<file path="src/rtl/rom_dl_pkg.sv">
// Shared types for the ROM download packer: packer states and the FIFO entry layout.
// Entry addresses are carried at a fixed maximum width; the top truncates to its own AW.
package rom_dl_pkg;

  localparam int ENTRY_AW = 32;

  localparam logic [1:0] BE_FULL = 2'b11;
  localparam logic [1:0] BE_EVEN = 2'b10;
  localparam logic [1:0] BE_ODD  = 2'b01;

  typedef enum logic [1:0] {
    ST_IDLE = 2'd0,
    ST_HALF = 2'd1,
    ST_PEND = 2'd2
  } pack_state_e;

  typedef struct packed {
    logic [ENTRY_AW-1:0] addr;
    logic [15:0]         data;
    logic [1:0]          be;
  } fifo_entry_t;

endpackage

</file>
<file path="src/rtl/rom_download_packer_if.sv">
// Word write port towards one SDRAM controller channel (valid/ready handshake).
interface rom_download_packer_if #(
  parameter int AW = 24
) ();
  logic          wr_valid;
  logic          wr_ready;
  logic [AW-1:0] wr_addr;
  logic [15:0]   wr_data;
  logic [1:0]    wr_be;

  modport master (output wr_valid, output wr_addr, output wr_data, output wr_be, input wr_ready);
  modport slave  (input wr_valid, input wr_addr, input wr_data, input wr_be, output wr_ready);
endinterface

</file>
<file path="src/rtl/rom_dl_fifo.sv">
// Small register FIFO of packed words; push and pop may coincide even when full.
// The head is read straight from storage registers so the outputs never see ioctl_* combinationally.
module rom_dl_fifo
  import rom_dl_pkg::*;
#(
  parameter int DEPTH = 4
) (
  input  logic        clk_sys,
  input  logic        reset,
  input  logic        i_push,
  input  fifo_entry_t i_entry,
  input  logic        i_pop,
  output fifo_entry_t o_head,
  output logic        o_empty,
  output logic        o_full,
  output logic        o_overflow_evt
);
  localparam int PW = (DEPTH > 1) ? $clog2(DEPTH) : 1;

  fifo_entry_t     r_mem [DEPTH];
  logic [PW-1:0]   r_wr_ptr;
  logic [PW-1:0]   r_rd_ptr;
  logic [PW:0]     r_count;
  logic            w_push;
  logic            w_pop;

  assign o_empty        = (r_count == '0);
  assign o_full         = (r_count == (PW+1)'(DEPTH));
  assign w_pop          = i_pop & ~o_empty;
  // When full, the slot being written is the one being popped this same cycle.
  assign w_push         = i_push & (~o_full | w_pop);
  assign o_overflow_evt = i_push & o_full & ~w_pop;
  assign o_head         = r_mem[r_rd_ptr];

  always_ff @(posedge clk_sys or posedge reset) begin
    if (reset) begin
      for (int i = 0; i < DEPTH; i++) r_mem[i] <= '0;
      r_wr_ptr <= '0;
      r_rd_ptr <= '0;
      r_count  <= '0;
    end else begin
      if (w_push) begin
        r_mem[r_wr_ptr] <= i_entry;
        r_wr_ptr        <= r_wr_ptr + 1'b1;
      end
      if (w_pop) r_rd_ptr <= r_rd_ptr + 1'b1;
      case ({w_push, w_pop})
        2'b10:   r_count <= r_count + 1'b1;
        2'b01:   r_count <= r_count - 1'b1;
        default: r_count <= r_count;
      endcase
    end
  end

endmodule

</file>
<file path="src/rtl/rom_download_packer.sv">
// Packs the data_io byte stream into big-endian 16-bit words with byte enables and
// queues them for an SDRAM write port; flushes a half word when the download window closes.
module rom_download_packer
  import rom_dl_pkg::*;
#(
  parameter int          AW    = 24,
  parameter int          DEPTH = 4,
  parameter int unsigned BASE  = 0
) (
  input  logic                   clk_sys,
  input  logic                   reset,
  input  logic                   rom_download,
  input  logic                   ioctl_wr,
  input  logic [AW:0]            ioctl_addr,
  input  logic [7:0]             ioctl_dout,
  rom_download_packer_if.master  wr,
  output logic                   busy,
  output logic                   done,
  output logic                   overflow
);
  localparam logic [AW-1:0] BASE_W = AW'(BASE);

  pack_state_e   r_state;
  logic          r_dl;
  logic [AW-1:0] r_hold_addr;
  logic [7:0]    r_hold_byte;
  logic          r_armed;
  logic          r_done;
  logic          r_overflow;

  logic          w_rise, w_fall, w_wr, w_odd, w_same_word, w_drained;
  logic [AW-1:0] w_byte_waddr;
  logic          w_push;
  logic [AW-1:0] w_push_addr;
  logic [AW-1:0] w_out_addr;
  logic [7:0]    w_push_hi, w_push_lo;
  logic [1:0]    w_push_be;
  fifo_entry_t   w_entry, w_head;
  logic          w_empty, w_full, w_ovf_evt, w_pop;
  logic          w_unused_addr;

  assign w_rise       = rom_download & ~r_dl;
  assign w_fall       = r_dl & ~rom_download;
  assign w_wr         = ioctl_wr & rom_download;
  assign w_odd        = ioctl_addr[0];
  assign w_byte_waddr = ioctl_addr[AW:1];
  assign w_same_word  = (w_byte_waddr == r_hold_addr);
  assign w_drained    = ~rom_download & (r_state == ST_IDLE) & w_empty;

  // At most one push per cycle: writes are spaced, and PEND only follows a HALF push.
  always_comb begin
    w_push      = 1'b0;
    w_push_addr = r_hold_addr;
    w_push_hi   = r_hold_byte;
    w_push_lo   = 8'h00;
    w_push_be   = BE_EVEN;
    case (r_state)
      ST_IDLE: begin
        if (w_wr && w_odd) begin
          w_push      = 1'b1;
          w_push_addr = w_byte_waddr;
          w_push_hi   = 8'h00;
          w_push_lo   = ioctl_dout;
          w_push_be   = BE_ODD;
        end
      end
      ST_HALF: begin
        if (w_wr && w_odd && w_same_word) begin
          w_push    = 1'b1;
          w_push_lo = ioctl_dout;
          w_push_be = BE_FULL;
        end else if (w_wr || w_fall) begin
          w_push = 1'b1;
        end
      end
      ST_PEND: begin
        w_push    = 1'b1;
        w_push_hi = 8'h00;
        w_push_lo = r_hold_byte;
        w_push_be = BE_ODD;
      end
      default: ;
    endcase
  end

  assign w_out_addr   = w_push_addr + BASE_W;
  assign w_entry.addr = ENTRY_AW'(w_out_addr);
  assign w_entry.data = {w_push_hi, w_push_lo};
  assign w_entry.be   = w_push_be;

  rom_dl_fifo #(.DEPTH(DEPTH)) u_fifo (
    .clk_sys        (clk_sys),
    .reset          (reset),
    .i_push         (w_push),
    .i_entry        (w_entry),
    .i_pop          (w_pop),
    .o_head         (w_head),
    .o_empty        (w_empty),
    .o_full         (w_full),
    .o_overflow_evt (w_ovf_evt)
  );

  always_ff @(posedge clk_sys or posedge reset) begin
    if (reset) begin
      r_state     <= ST_IDLE;
      r_dl        <= 1'b0;
      r_hold_addr <= '0;
      r_hold_byte <= '0;
      r_armed     <= 1'b0;
      r_done      <= 1'b0;
      r_overflow  <= 1'b0;
    end else begin
      r_dl <= rom_download;
      case (r_state)
        ST_IDLE: begin
          if (w_wr && !w_odd) begin
            r_hold_addr <= w_byte_waddr;
            r_hold_byte <= ioctl_dout;
            r_state     <= ST_HALF;
          end
        end
        ST_HALF: begin
          if (w_wr) begin
            r_hold_addr <= w_byte_waddr;
            r_hold_byte <= ioctl_dout;
            if (!w_odd)          r_state <= ST_HALF;
            else if (w_same_word) r_state <= ST_IDLE;
            else                 r_state <= ST_PEND;
          end else if (w_fall) begin
            r_state <= ST_IDLE;
          end
        end
        default: r_state <= ST_IDLE;
      endcase

      r_done <= r_armed & w_drained;
      if (w_rise)                    r_armed <= 1'b0;
      else if (w_fall)               r_armed <= 1'b1;
      else if (r_armed && w_drained) r_armed <= 1'b0;

      if (w_ovf_evt)   r_overflow <= 1'b1;
      else if (w_rise) r_overflow <= 1'b0;
    end
  end

  assign w_pop         = wr.wr_valid & wr.wr_ready;
  assign wr.wr_valid   = ~w_empty;
  assign wr.wr_addr    = w_head.addr[AW-1:0];
  assign wr.wr_data    = w_head.data;
  assign wr.wr_be      = w_head.be;
  assign w_unused_addr = ^(w_head.addr >> AW) ^ w_full;

  assign busy     = (r_state != ST_IDLE) | ~w_empty;
  assign done     = r_done;
  assign overflow = r_overflow;

endmodule

</file>
<file path="src/flat_wrapper.sv">
// flat-port wrapper written by rule: the top's interface ports become plain ports
module rom_download_packer_flat import rom_dl_pkg::*;
#(
  parameter int          AW    = 24,
  parameter int          DEPTH = 4,
  parameter int unsigned BASE  = 0
)
  (clk_sys, reset, rom_download, ioctl_wr, ioctl_addr, ioctl_dout, busy, done, overflow, wr_wr_valid, wr_wr_addr, wr_wr_data, wr_wr_be, wr_wr_ready);
  rom_download_packer_if #(.AW(AW)) wr_i ();
  input  logic clk_sys;
  input  logic reset;
  input  logic rom_download;
  input  logic ioctl_wr;
  input  logic [AW:0] ioctl_addr;
  input  logic [7:0] ioctl_dout;
  output logic busy;
  output logic done;
  output logic overflow;
  output wire logic [$bits(wr_i.wr_valid)-1:0] wr_wr_valid;
  output wire logic [$bits(wr_i.wr_addr)-1:0] wr_wr_addr;
  output wire logic [$bits(wr_i.wr_data)-1:0] wr_wr_data;
  output wire logic [$bits(wr_i.wr_be)-1:0] wr_wr_be;
  input wire logic [$bits(wr_i.wr_ready)-1:0] wr_wr_ready;
  assign wr_wr_valid = wr_i.wr_valid;
  assign wr_wr_addr = wr_i.wr_addr;
  assign wr_wr_data = wr_i.wr_data;
  assign wr_wr_be = wr_i.wr_be;
  assign wr_i.wr_ready = wr_wr_ready;
  rom_download_packer #(.AW(AW), .DEPTH(DEPTH), .BASE(BASE)) u_core (.clk_sys(clk_sys), .reset(reset), .rom_download(rom_download), .ioctl_wr(ioctl_wr), .ioctl_addr(ioctl_addr), .ioctl_dout(ioctl_dout), .wr(wr_i), .busy(busy), .done(done), .overflow(overflow));
endmodule
</file>
<file path="config.mk">
export PLATFORM = sky130hd
export DESIGN_NAME = rom_download_packer_flat
export DESIGN_NICKNAME = d
export VERILOG_FILES = /design/src/rtl/rom_dl_pkg.sv /design/src/rtl/rom_download_packer_if.sv /design/src/rtl/rom_dl_fifo.sv /design/src/rtl/rom_download_packer.sv /design/src/flat_wrapper.sv
export SDC_FILE = /design/constraint.sdc
export NUM_CORES = 1
export LEC_CHECK = 0
export ABC_AREA = 1
export CORE_MARGIN = 8
export CORE_UTILIZATION = 40
export DETAILED_ROUTE_END_ITERATION = 12
export GPL_ROUTABILITY_DRIVEN = 0
export GPL_TIMING_DRIVEN = 0
export PLACE_DENSITY_LB_ADDON = 0.2
export SYNTH_ARGS = -nofsm -noshare
export SYNTH_HDL_FRONTEND = slang
export SYNTH_HIERARCHICAL = 1
export SYNTH_SLANG_ARGS = --single-unit
</file>
<file path="constraint.sdc">
create_clock -name clk_sys -period 10.26 [get_ports clk_sys]
set_input_delay 2.565 -clock clk_sys [delete_from_list [all_inputs] [get_ports clk_sys]]
set_output_delay 2.565 -clock clk_sys [all_outputs]
set_load 0.05 [all_outputs]
</file>
==> results_dict.tcl <==
set metrics [dict create \
    post-cts-setup-buffers 0 \
    clk-insertion-delay-late_ps 530 \
    final-max-slew-violation-count 0 \
    dp_hpwl_mm 25.42 \
    fill_cells 2711 \
    antenna_viol_nets_final 0 \
    post_synth_instance_area_mm2 0.01106 \
    cts_hold_buffers 0 \
    clock_pin_slew_worst_setup_and_hold_paths_ps 60 \
    placed_cells_incl_taps 1859 \
    viasPerCell 5.476 \
    setup_viol_count_final 0 \
    critical_path.top_delay_family "buffers and inverters" \
    mostFrequentLayoutCells "sky130_fd_sc_hd__nand2_1 (461), sky130_fd_sc_hd__dfrtp_1 (213), sky130_fd_sc_hd__nand4_1 (176)" \
    pwr-share-clk_pct 18.9 \
    clock_tree_from_tritoncts "yes" \
    internal_power_w 0.002366 \
    timing.max_cap.violations 0 \
    final_hold_viol_count 0 \
    wire_per_inst_um 19.04 \
    setup.worst_path.class "reg -> out" \
    layout_commonest_cell "sky130_fd_sc_hd__nand2_1" \
    leakage_component_of_the_power_nw 6.542 \
    worst_ep_required_time_ps 7700 \
    period_utilisation_layout_pct 55.27 \
    layoutNonFillerInstCount 1902 \
    critical_path.endpoint_type "output port" \
    global_route.overflow_total 0 \
    fin_setup_tns_ps 0 \
    number_of_remaining_drc_errors 0 \
    die_area_mm2 0.03324 \
    place.port_buffers 83 \
    drive_above_1_share_pct 8.676 \
    syn-mean-instance-area_um2 7.747 \
    drt-pass1-iter-count 5 \
    cpPeakStageDelay_ps 890 \
    synthesis.instances 1428 \
    dr_total_vias 10416 \
    core_mm2 0.02748 \
    critical-path-slowest-cell "sky130_fd_sc_hd__clkdlybuf4s50_1" \
    worstHoldPathType "reg -> reg" \
    vdd_drop_max_v 0.0003193 \
    switching_share_pct 47.81 \
    max_h_tree_level 1 \
    track_usage_pct 21.91 \
    number_of_global_route_vias_before_repair 10323 \
    antenna_violations_before_repair 0 \
    worstMarginPinSlew_ps 854.7 \
    p_comb_share_pct 51.8 \
    yosysWarnings 6 \
    timing.clock.skew_ps 18.34 \
    num_rows 61 \
    grt_max_degree 109 \
    run_status "finished clean" \
    grt_setup_unrepaired "false" \
    cts.path.max_buffers 3 \
    max_freq_mhz 176.3 \
    grt_first_pass_wirelength_mm 58.17 \
    tritoncts.num_buffers 25 \
    final_routed_wirelength_mm 36.22 \
    start_kind "flop" \
    design.final.nets 1586 \
    power.switching_w 0.002167 \
    cp_num_buf_inv 4 \
    initialDrtViolationCount 809 \
    cts_num_sinks 213 \
    cells_resized_by_post_cts_repair 0 \
    antennaDiodeCount 0 \
    area_delta_synth_final_pct 18.94 \
    fp.dieW_um 182.3 \
    power.density_cell_area_mw_per_mm2 344.5 \
    synth_nets 1474 \
    relSlewSlack_pct 42.42 \
    seqPwrFrac_pct 29.3 \
    critPathArrivalTime_ps 3110 \
    initial_utilization_pct 40.26 \
    fin_crit_ps 5671 \
    dieHeight_um 182.3 \
    crit_chain "inv_2 -> buf_2 -> buf_1 -> o21ai_1 -> o22ai_1 -> clkdlybuf4s50_1" \
    floorplan.io_pins 84 \
    cts.root.buffer_cell "sky130_fd_sc_hd__clkbuf_16" \
    worstPathMaxFanout 10 \
]
[state kept, by name (all words and copies together), names as in the netlist]
signal / flops
u_core/r_hold_addr: 24
u_core/r_state: 2
u_core/r_armed: 1
u_core/done: 1
u_core/u_fifo/r_wr_ptr: 2
u_core/r_hold_byte: 8
u_core/u_fifo/r_count: 3
u_core/u_fifo/r_rd_ptr: 2
u_core/u_fifo/r_mem: 168
u_core/r_dl: 1
u_core/overflow: 1
[worst reg2reg max path, delay by kind of cell, from the launching register on]
| family | cells | cell delay [ps] |
|---|---|---|
| AND/OR/NAND/NOR | 6 | 770 |
| buffers and inverters | 4 | 740 |
| AO/OA/AOI/OAI | 1 | 120 |
| adder cells (fa/ha/maj) | 2 | 570 |
| XOR/XNOR | 1 | 140 |
| flip-flops | 1 | 430 |
[routing by layer]
metal / share of wire, % / vias up / GRT usage [%]
met2: 47 / 388 / 35.93
li1: - / 4967 / -
met1: 44 / 5002 / 29.56
met4: 3.1 / 0 / 7.051
met3: 6.2 / 59 / 3.022
met5: 0 / - / 0
[final timing paths]
path | startpoint | to | slack (ps) | cells after the start
max | u_core/u_fifo/r_rd_ptr[0] | wr_wr_addr[3] | 4590 | 6
min | u_core/u_fifo/r_mem[57] | u_core/u_fifo/r_mem[57] | 460 | 2
max reg2reg | u_core/r_state[0] | u_core/u_fifo/r_count[2] | 7350 | 14
min reg2reg | u_core/u_fifo/r_mem[57] | u_core/u_fifo/r_mem[57] | 460 | 2
max in group asynchronous | reset | u_core/u_fifo/r_mem[176] | 6760 | 3
min in group asynchronous | reset | u_core/r_hold_byte[5] | 2500 | 2
[cell type report]
class	count	area [um^2]	area share, %
Clock inverter	4	48.80	0.3708
Multi-Input combinational cell	1001	4787	36.38
Timing Repair Buffer	85	878.3	6.675
Sequential cell	213	5330	40.51
Clock buffer	39	728.2	5.534
Inverter	79	304.0	2.311
Buffer	135	649.4	4.935
Tap cell	346	432.9	3.290
[per-stage QoR]
step | util (%) | hold WS [ps] | area [um^2] | total power (W) | setup WS [ps]
4_1_cts | 47.89 | 467.1 | 13160 | 0.004553 | 4600
3_5_place_dp | 45.06 | 452.9 | 12380 | 0.003681 | 4525
5_1_grt | 47.89 | 479.7 | 13160 | 0.004811 | 4529
3_3_place_gp | 44.86 | 448.1 | 12330 | 0.003647 | 273.8
2_1_floorplan | - | 436.3 | 11060 | 0.002871 | 2950
6_report | 47.89 | 464.2 | 13160 | 0.004533 | 4589
[power groups by stage]
stage / clock [W] / sequential, W / combinational (W)
after floorplan: 0 / 0.00130 / 0.00157
after global placement: 0 / 0.00133 / 0.00232
after detailed placement: 0 / 0.00133 / 0.00235
after CTS: 0.000874 / 0.00132 / 0.00236
after global routing: 0.000904 / 0.00136 / 0.00254
final: 0.000857 / 0.00133 / 0.00235
Note: power is estimated with default switching activity, not from simulation.
